==> src/rtl/exibe_sequencia_pkg.sv <==
// Shared constants for the memory game: bus widths, state codes shown on the
// hexa7seg debug display, and small elaboration helpers.
package exibe_sequencia_pkg;

    localparam int unsigned JOGADA_W = 4;
    localparam int unsigned ADDR_W   = 4;
    localparam int unsigned ESTADO_W = 4;

    // Codes of the sequence-display block; they appear verbatim on db_estado.
    typedef enum logic [ESTADO_W-1:0] {
        st_inicial    = 4'h0,
        st_preparacao = 4'h1,
        st_mostra     = 4'h2,
        st_apaga      = 4'h3,
        st_proximo    = 4'h4,
        st_final      = 4'hF
    } exibe_estado_t;

    // Codes of the game-level controller, kept apart from the display codes.
    typedef enum logic [ESTADO_W-1:0] {
        jogo_inicial  = 4'h0,
        jogo_exibe    = 4'h5,
        jogo_espera   = 4'h6,
        jogo_compara  = 4'h7,
        jogo_acertou  = 4'hA,
        jogo_errou    = 4'hE
    } jogo_estado_t;

    function automatic int unsigned max_u(input int unsigned a, input int unsigned b);
        return (a > b) ? a : b;
    endfunction

endpackage

==> src/rtl/exibe_sequencia_contador.sv <==
// Modulo-M up counter used as the display interval timer.
module contador_m #(
    parameter  int unsigned M = 16,
    localparam int unsigned W = (M > 1) ? $clog2(M) : 1
) (
    input  logic         clock,
    input  logic         zera_as,
    input  logic         zera_s,
    input  logic         conta,
    output logic [W-1:0] Q,
    output logic         fim
);

    // Synchronous clear wins over counting.
    always_ff @(posedge clock or posedge zera_as) begin
        if (zera_as) begin
            Q <= '0;
        end else if (zera_s) begin
            Q <= '0;
        end else if (conta) begin
            if (Q == W'(M - 1)) begin
                Q <= '0;
            end else begin
                Q <= Q + W'(1);
            end
        end
    end

    assign fim = (Q == W'(M - 1));

endmodule

==> src/rtl/exibe_sequencia.sv <==
// Plays back the stored jogadas 0..limite on the leds, each lit for T_LIGADO
// cycles followed by T_APAGADO blank cycles, then pulses pronto.
module exibe_sequencia
    import exibe_sequencia_pkg::*;
#(
    parameter int unsigned T_LIGADO  = 1000,
    parameter int unsigned T_APAGADO = 500
) (
    input  logic                clock,
    input  logic                reset,
    input  logic                iniciar,
    input  logic [ADDR_W-1:0]   limite,
    input  logic [JOGADA_W-1:0] dado,
    output logic [ADDR_W-1:0]   endereco,
    output logic [JOGADA_W-1:0] leds,
    output logic                exibindo,
    output logic                pronto,
    output logic [ESTADO_W-1:0] db_estado
);

    localparam int unsigned M  = max_u(T_LIGADO, T_APAGADO);
    localparam int unsigned TW = (M > 1) ? $clog2(M) : 1;

    exibe_estado_t   estado, estado_prox;
    logic [ADDR_W-1:0] limite_r;
    logic [TW-1:0]   q;
    logic            fim;
    logic            fim_ligado_c, fim_apagado_c;
    logic            zera_s_c, conta_c, clr_end_c, inc_end_c, load_lim_c;

    contador_m #(.M(M)) u_timer (
        .clock  (clock),
        .zera_as(reset),
        .zera_s (zera_s_c),
        .conta  (conta_c),
        .Q      (q),
        .fim    (fim)
    );

    // The longer interval ends on the timer wrap; the shorter one on a compare.
    assign fim_ligado_c  = (T_LIGADO >= T_APAGADO) ? fim : (q == TW'(T_LIGADO - 1));
    assign fim_apagado_c = (T_APAGADO > T_LIGADO) ? fim : (q == TW'(T_APAGADO - 1));

    always_ff @(posedge clock or posedge reset) begin
        if (reset) begin
            estado <= st_inicial;
        end else begin
            estado <= estado_prox;
        end
    end

    // Address moves on entry to preparacao/proximo so dado is ready in mostra.
    always_ff @(posedge clock or posedge reset) begin
        if (reset) begin
            endereco <= '0;
            limite_r <= '0;
        end else begin
            if (clr_end_c) begin
                endereco <= '0;
            end else if (inc_end_c) begin
                endereco <= endereco + ADDR_W'(1);
            end
            if (load_lim_c) begin
                limite_r <= limite;
            end
        end
    end

    always_comb begin
        estado_prox = estado;
        zera_s_c    = 1'b0;
        conta_c     = 1'b0;
        clr_end_c   = 1'b0;
        inc_end_c   = 1'b0;
        load_lim_c  = 1'b0;
        leds        = '0;
        exibindo    = 1'b0;
        pronto      = 1'b0;
        case (estado)
            st_inicial: begin
                if (iniciar) begin
                    clr_end_c   = 1'b1;
                    estado_prox = st_preparacao;
                end
            end
            st_preparacao: begin
                exibindo    = 1'b1;
                clr_end_c   = 1'b1;
                load_lim_c  = 1'b1;
                zera_s_c    = 1'b1;
                estado_prox = st_mostra;
            end
            st_mostra: begin
                exibindo = 1'b1;
                leds     = dado;
                conta_c  = 1'b1;
                if (fim_ligado_c) begin
                    zera_s_c    = 1'b1;
                    estado_prox = st_apaga;
                end
            end
            st_apaga: begin
                exibindo = 1'b1;
                conta_c  = 1'b1;
                if (fim_apagado_c) begin
                    zera_s_c = 1'b1;
                    if (endereco == limite_r) begin
                        estado_prox = st_final;
                    end else begin
                        inc_end_c   = 1'b1;
                        estado_prox = st_proximo;
                    end
                end
            end
            st_proximo: begin
                exibindo    = 1'b1;
                zera_s_c    = 1'b1;
                estado_prox = st_mostra;
            end
            st_final: begin
                pronto      = 1'b1;
                estado_prox = st_inicial;
            end
            default: begin
                estado_prox = st_inicial;
            end
        endcase
    end

    assign db_estado = estado;

endmodule
==> config.mk <==
export PLATFORM = sky130hd
export DESIGN_NAME = exibe_sequencia
export DESIGN_NICKNAME = d
export VERILOG_FILES = /design/src/rtl/exibe_sequencia_pkg.sv /design/src/rtl/exibe_sequencia_contador.sv /design/src/rtl/exibe_sequencia.sv
export SDC_FILE = /design/constraint.sdc
export NUM_CORES = 1
export LEC_CHECK = 0
export ABC_AREA = 1
export CORE_AREA = 2 2 60 62
export DETAILED_ROUTE_END_ITERATION = 7
export DIE_AREA = 0 0 62 64
export GPL_ROUTABILITY_DRIVEN = 0
export MAX_ROUTING_LAYER = met4
export PLACE_DENSITY = 0.72
export SLEW_MARGIN = 20
export SYNTH_ARGS = -nofsm -noshare
export SYNTH_HDL_FRONTEND = slang
export SYNTH_SLANG_ARGS = --single-unit
==> constraint.sdc <==
create_clock -name clock -period 1.3 [get_ports clock]
set_clock_uncertainty 0.05 [all_clocks]
set_input_delay 0.325 -clock clock [delete_from_list [all_inputs] [get_ports clock]]
set_output_delay 0.325 -clock clock [all_outputs]
set_load 0.02 [all_outputs]
==> results.md, run 1 <==
* Post-synth design cell area at 1480 um^2
* Initial DRT Pass Iterations at 6
* Static Leak at 1.27 nW
* Placed wire-length estimate at 2990 um
* Final instance area at 2600 um^2
* GRT Util Overall at 0.260
* Total CTS buffers at 3
* Switching Fraction at 0.214
* Height of the die at 64 um
* Outcome: complete, but fails checks
* I/O Buffers at 24
* Distinct cell type count after synthesis at 24
* Clock sink total at 22
* Failing checks: negative setup slack
* Num ports at 25
* Routed vias/inst at 5.39
* DRC viols at 0
* Longest Clk Path Bufs at 2
* Worst Path Arrival at 1510 ps
* Depth of the CTS H-tree at 1
* Most frequent CP cell: nor2_4
* Crit path time final at 1880 ps
* Comb pwr share at 0.061
* Transition time at the pin with the least slew margin at 299 ps
* Worst vdd ir at 0.000269 V
* Row count at 21
* Adder-cell share of the synthesized area at 0.0169
* Antenna viol nets, final at 0
* Area of the die at 3970 um^2
* Syn-to-layout area delta at 75.3%
* FMAX at 531 MHz
* Cell depth of the worst flop-to-flop path at 10
* Reg2reg setup slack at -320 ps
* Reg power frac at 0.523
* First-pass GRT wire length at 7670 um
* Worst setup path class: reg2out
* Sequential share of the synthesized area at 0.372
* Post-synthesis register bit count at 22
* Critical Path Sink Type: output pin
* Number of global-route vias before repair at 1710
* Largest net degree at the start of global routing at 23
* Commonest non-fill, non-tap cells in the layout: nand2_1, buf_4, inv_1
* Initial Util at 0.451
* Unrepaired setup endpoints after global routing: yes
* Worst-path maximum fanout at 5
* Pre-CTS setup slack at -659 ps
* Final hold viol count at 0
* P_sw at 284 uW
* Non-Filler Instances at 356
* Setup WS post-layout at -583 ps
* Utilization after layout at 0.791
* Clk Latency, worst-skew pair at 320 ps
* CP max-delay cell: dfrtp_2
* CP Cell Sequence: nor2_4, nand2_4, nor2_4, inv_4, nor2_4, buf_6
* CORE AREA at 3280 um^2
* Syn nets at 240
* Required time worst endpoint at 930 ps
* Final setup viols at 28
* Initial antenna violation count at 0
* Hold Path Class: in2async
* Synth Area in Compound Gates at 0.0515
* Highest cell delay on the worst timing path at 460 ps
* PD cells at 511 nW/um^2
* Avg WL per Cell at 15.5 um
* Most common cell after layout, fill and taps aside: nand2_1
* Root Buffer: clkbuf_4
* Final slew viol count at 0
* Die width at 62 um
* Layout cells sized above 1 at 0.442
* Detailed-route via count at 1919
* DP Cell Count at 340
* Hold Worst Slack at 261 ps
* Grt total ovfl at 0
* Main combinational cell family by area after synthesis: simple AND/OR/NAND/NOR gates
* Post-synthesis mux area share at 0
* Number of diodes at 0
* Starting DRT DRC Count at 173
* YS warnings at 0
* Final #Nets at 324
* CP Launch Type: flip-flop
* CTS tree: yes
* P_int at 1.04 mW
* FF-to-FF Start: db_estado[3]
* TNS Setup at -8350 ps
* Mean Syn Cell Area at 6.53 um^2
* Crit share post-route at 1.45
* XOR/XNOR share of the synthesized area at 0.0236
* Placed cell area at 2190 um^2
* Clock power frac at 0.416
* Post-synthesis simple-gate area fraction at 0.439
* Reg-to-reg endpoint: u_timer.Q[1]
* Pwr Total at 1.33 mW
* Clock slew at reported path FFs at 150 ps
* Final WL at 5510 um
* Max-cap viol count at 0
* Post-Synthesis Cells at 227
* Worst slew margin at 0.800
worst max path at each step:
stage                      start      end  slack, ps  cells after the start
floorplan           db_estado[3]  leds[0]       -200                      5
global route        db_estado[3]  leds[2]       -640                      6
detailed placement  db_estado[3]  leds[1]       -660                      6
finish              db_estado[3]  leds[3]       -580                      6
CTS                 db_estado[2]  leds[3]       -530                      6
global placement    db_estado[3]  leds[3]       -620                      6
cell families after synthesis:
group,after synthesis
AO/OA/AOI/OAI,14
XOR/XNOR,4
adder cells (fa/ha/maj),2
buffers and inverters,38
flip-flops,22
AND/OR/NAND/NOR,147
critical path, delay by kind of cell, from the launching register on:
family	cells	cell delay, ps
buffers and inverters	2	200
DFF	1	460
and+or+nand+nor	4	530
power by group through the flow:
stage               Sequential (mW)  Combinational [mW]  Clock (mW)
floorplan                     0.706              0.0312           0
global placement              0.706              0.0753           0
detailed placement            0.707              0.0768           0
CTS                           0.694              0.0784       0.553
global route                  0.695              0.0900       0.589
finish                        0.694              0.0809       0.552
synthesized netlist by cell type:
cell | count | area [um^2]
inv_1 | 35 | 131
o211ai_1 | 1 | 7.51
o22ai_1 | 1 | 6.26
inv_2 | 2 | 7.51
nor2_4 | 1 | 11.3
o21ai_0 | 3 | 15.0
nand3_1 | 21 | 105
a21oi_1 | 8 | 40.0
nand2_2 | 4 | 25.0
nor2_2 | 5 | 31.3
a21o_1 | 1 | 7.51
nand4_1 | 5 | 31.3
nand2_1 | 69 | 259
nor3b_1 | 1 | 7.51
dfrtp_1 | 22 | 551
nand3_2 | 2 | 20.0
nor3_1 | 2 | 10.0
and2_2 | 1 | 7.51
buf_2 | 1 | 5.00
xnor2_1 | 2 | 17.5
ha_1 | 2 | 25.0
nand3b_1 | 2 | 15.0
nor2_1 | 34 | 128
xor2_1 | 2 | 17.5
layout make-up:
type                    count  area (um^2)
repair buffers             80          722
multi-input cells         167         1050
well taps                  46         57.6
clock inverters             1         30.0
flip-flops and latches     22          557
fillers                   211          687
clock buffers               3         22.5
inverters                  37          156
sequential cells by signal, indices dropped and copies added (netlist names):
| signal | cells |
|---|---|
| db_estado | 4 |
| limite_r | 4 |
| endereco | 4 |
| u_timer.Q | 10 |
layer usage:
layer  vias to the layer above  GRT usage  routed length [um]
li1                        874          -                   -
met1                       901      0.329                2160
met2                       110      0.421                2710
met3                        34     0.0344                 367
met4                         0     0.0851                 274
met5                         -          -                   0
what timing repair did:
item	in CTS	in global routing
hold buffers	0	0
pin swaps	16	10
buffers inserted	6	8
resized for setup	115	30
endpoints found under the setup margin	32	31
Power figures use the tool's default switching activity.
==> run 2: changes to the inputs <==
- CORE_AREA: 2 2 60 62 -> 2 2 55 57
- DIE_AREA: 0 0 62 64 -> 0 0 57 59
- PLACE_DENSITY: 0.72 -> 0.81
- SETUP_SLACK_MARGIN: unset -> 0.4
- clock period: 1.3 -> 2.2 ns (I/O delays scaled with it)
==> run 2 against run 1 <==
Compared with the run above: the flow now finishes without violations; die area fell by 15%; global-route usage is 2.6 points lower; worst setup slack better by 770 ps; sequential cell count unchanged; wire length is 39% lower; critical path depth unchanged; final area shrank 23%; sequential share of layout area rose by 6.5 points; critical endpoint unchanged; largest cell class unchanged.
==> results.md, run 2 (same netlist as run 1, synthesis figures left out) <==
* Pre-CTS setup slack at -165 ps
* Hold Path Class: reg2reg
* Max-cap viol count at 0
* Final WL at 3360 um
* Worst setup path class: reg2out
* Initial antenna violation count at 0
* Die width at 57 um
* Placed wire-length estimate at 2410 um
* Number of diodes at 0
* Crit path time final at 2020 ps
* Worst vdd ir at 0.000425 V
* Root Buffer: clkbuf_4
* Detailed-route via count at 1533
* Max reg flops at 10
* Syn-to-layout area delta at 34.3%
* Longest Clk Path Bufs at 2
* Total CTS buffers at 3
* Register with the most flip-flops: u_timer.Q
* Register area at 556 um^2
* Row count at 19
* DRC viols at 0
* Worst Path Arrival at 1420 ps
* Most common cell after layout, fill and taps aside: nand2_1
* Number of global-route vias before repair at 1440
* Largest net degree at the start of global routing at 23
* Routed vias/inst at 5.08
* Critical Path Sink Type: output pin
* First-pass GRT wire length at 6080 um
* Fillers at 217
* CTS tree: yes
* Antenna viol nets, final at 0
* Grt total ovfl at 0
* Final #Nets at 285
* Height of the die at 59 um
* Layout cells sized above 1 at 0.207
* Depth of the CTS H-tree at 1
* Worst-path maximum fanout at 6
* Final hold viol count at 0
* GRT Util Overall at 0.234
* Pwr Total at 767 uW
* Starting DRT DRC Count at 90
* Crit share post-route at 0.917
* Initial Util at 0.547
* CP Launch Type: flip-flop
* Final setup viols at 0
* Setup WS post-layout at 182 ps
* Static Leak at 1.05 nW
* Worst slew margin at 0.802
* Avg WL per Cell at 11.1 um
* Clk Latency, worst-skew pair at 310 ps
* Footprint of the multi-input gates at 843 um^2
* Transition time at the pin with the least slew margin at 296 ps
* Area of the die at 3360 um^2
* CTS Hold Bufs at 0
* Clock slew at reported path FFs at 130 ps
* Clock sink total at 22
* Num ports at 25
* Required time worst endpoint at 1600 ps
* Unrepaired setup endpoints after global routing: yes
* Final slew viol count at 0
* Initial DRT Pass Iterations at 4
* CORE AREA at 2710 um^2
* I/O Buffers at 24
* Outcome: complete, no violations
* FMAX at 495 MHz
* Commonest non-fill, non-tap cells in the layout: nand2_1, inv_1, nor2_1
* PD cells at 386 nW/um^2
run 2: critical path: stages, from the launching register on:
cell,delay [ps]
dfrtp_2,440
nor2_4,150
nand2_2,90
nor2_4,120
inv_4,80
nor2_4,80
buf_4,140
run 2: area by class of cell:
cell class	count	share of cell area
timing repair buffer	41	0.180
clock buffer	3	0.0113
inverter	37	0.0711
sequential	22	0.279
multi-input combinational	167	0.424
tap	31	0.0195
clock inverter	1	0.0151
run 2: repair_timing:
action | CTS | global route
setup endpoints to repair | 14 | 11
resized for setup | 55 | 4
buffers inserted | 3 | 5
pin swaps | 2 | 1
endpoints found under the hold margin | 0 | 0
run 2: where the power goes:
| part | internal (mW) | switching, mW | total [mW] |
|---|---|---|---|
| registers | 0.408 | 0.00163 | 0.410 |
| clock network | 0.184 | 0.132 | 0.316 |
| logic | 0.0214 | 0.0198 | 0.0412 |
run 2: final timing paths:
check / start / endpoint / slack, ps / cells after the start
max: db_estado[2] / leds[3] / 180 / 6
min: limite_r[1] / limite_r[1] / 490 / 2
max reg2reg: u_timer.Q[1] / db_estado[1] / 620 / 9
min reg2reg: limite_r[1] / limite_r[1] / 490 / 2
max in group asynchronous: reset / db_estado[2] / 1350 / 3
min in group asynchronous: reset / u_timer.Q[3] / 510 / 3
run 2: stage by stage:
step	cell area, um^2	setup TNS (ps)	instances	util	hold WS [ps]
final	1990	0	302	0.734	491
after global routing	1990	0	302	0.734	534
after CTS	1960	0	297	0.722	496
after detailed placement	1860	-613	290	0.685	476
after global placement	1860	-574	290	0.685	468
after floorplan	1520	0	227	-	456
run 2: layer usage:
metal,up-vias,track usage,share of wire
met5,-,-,0
met3,4,0.0218,0.058
li1,793,-,-
met1,693,0.303,0.46
met4,0,0.0864,0.010
met2,43,0.386,0.47
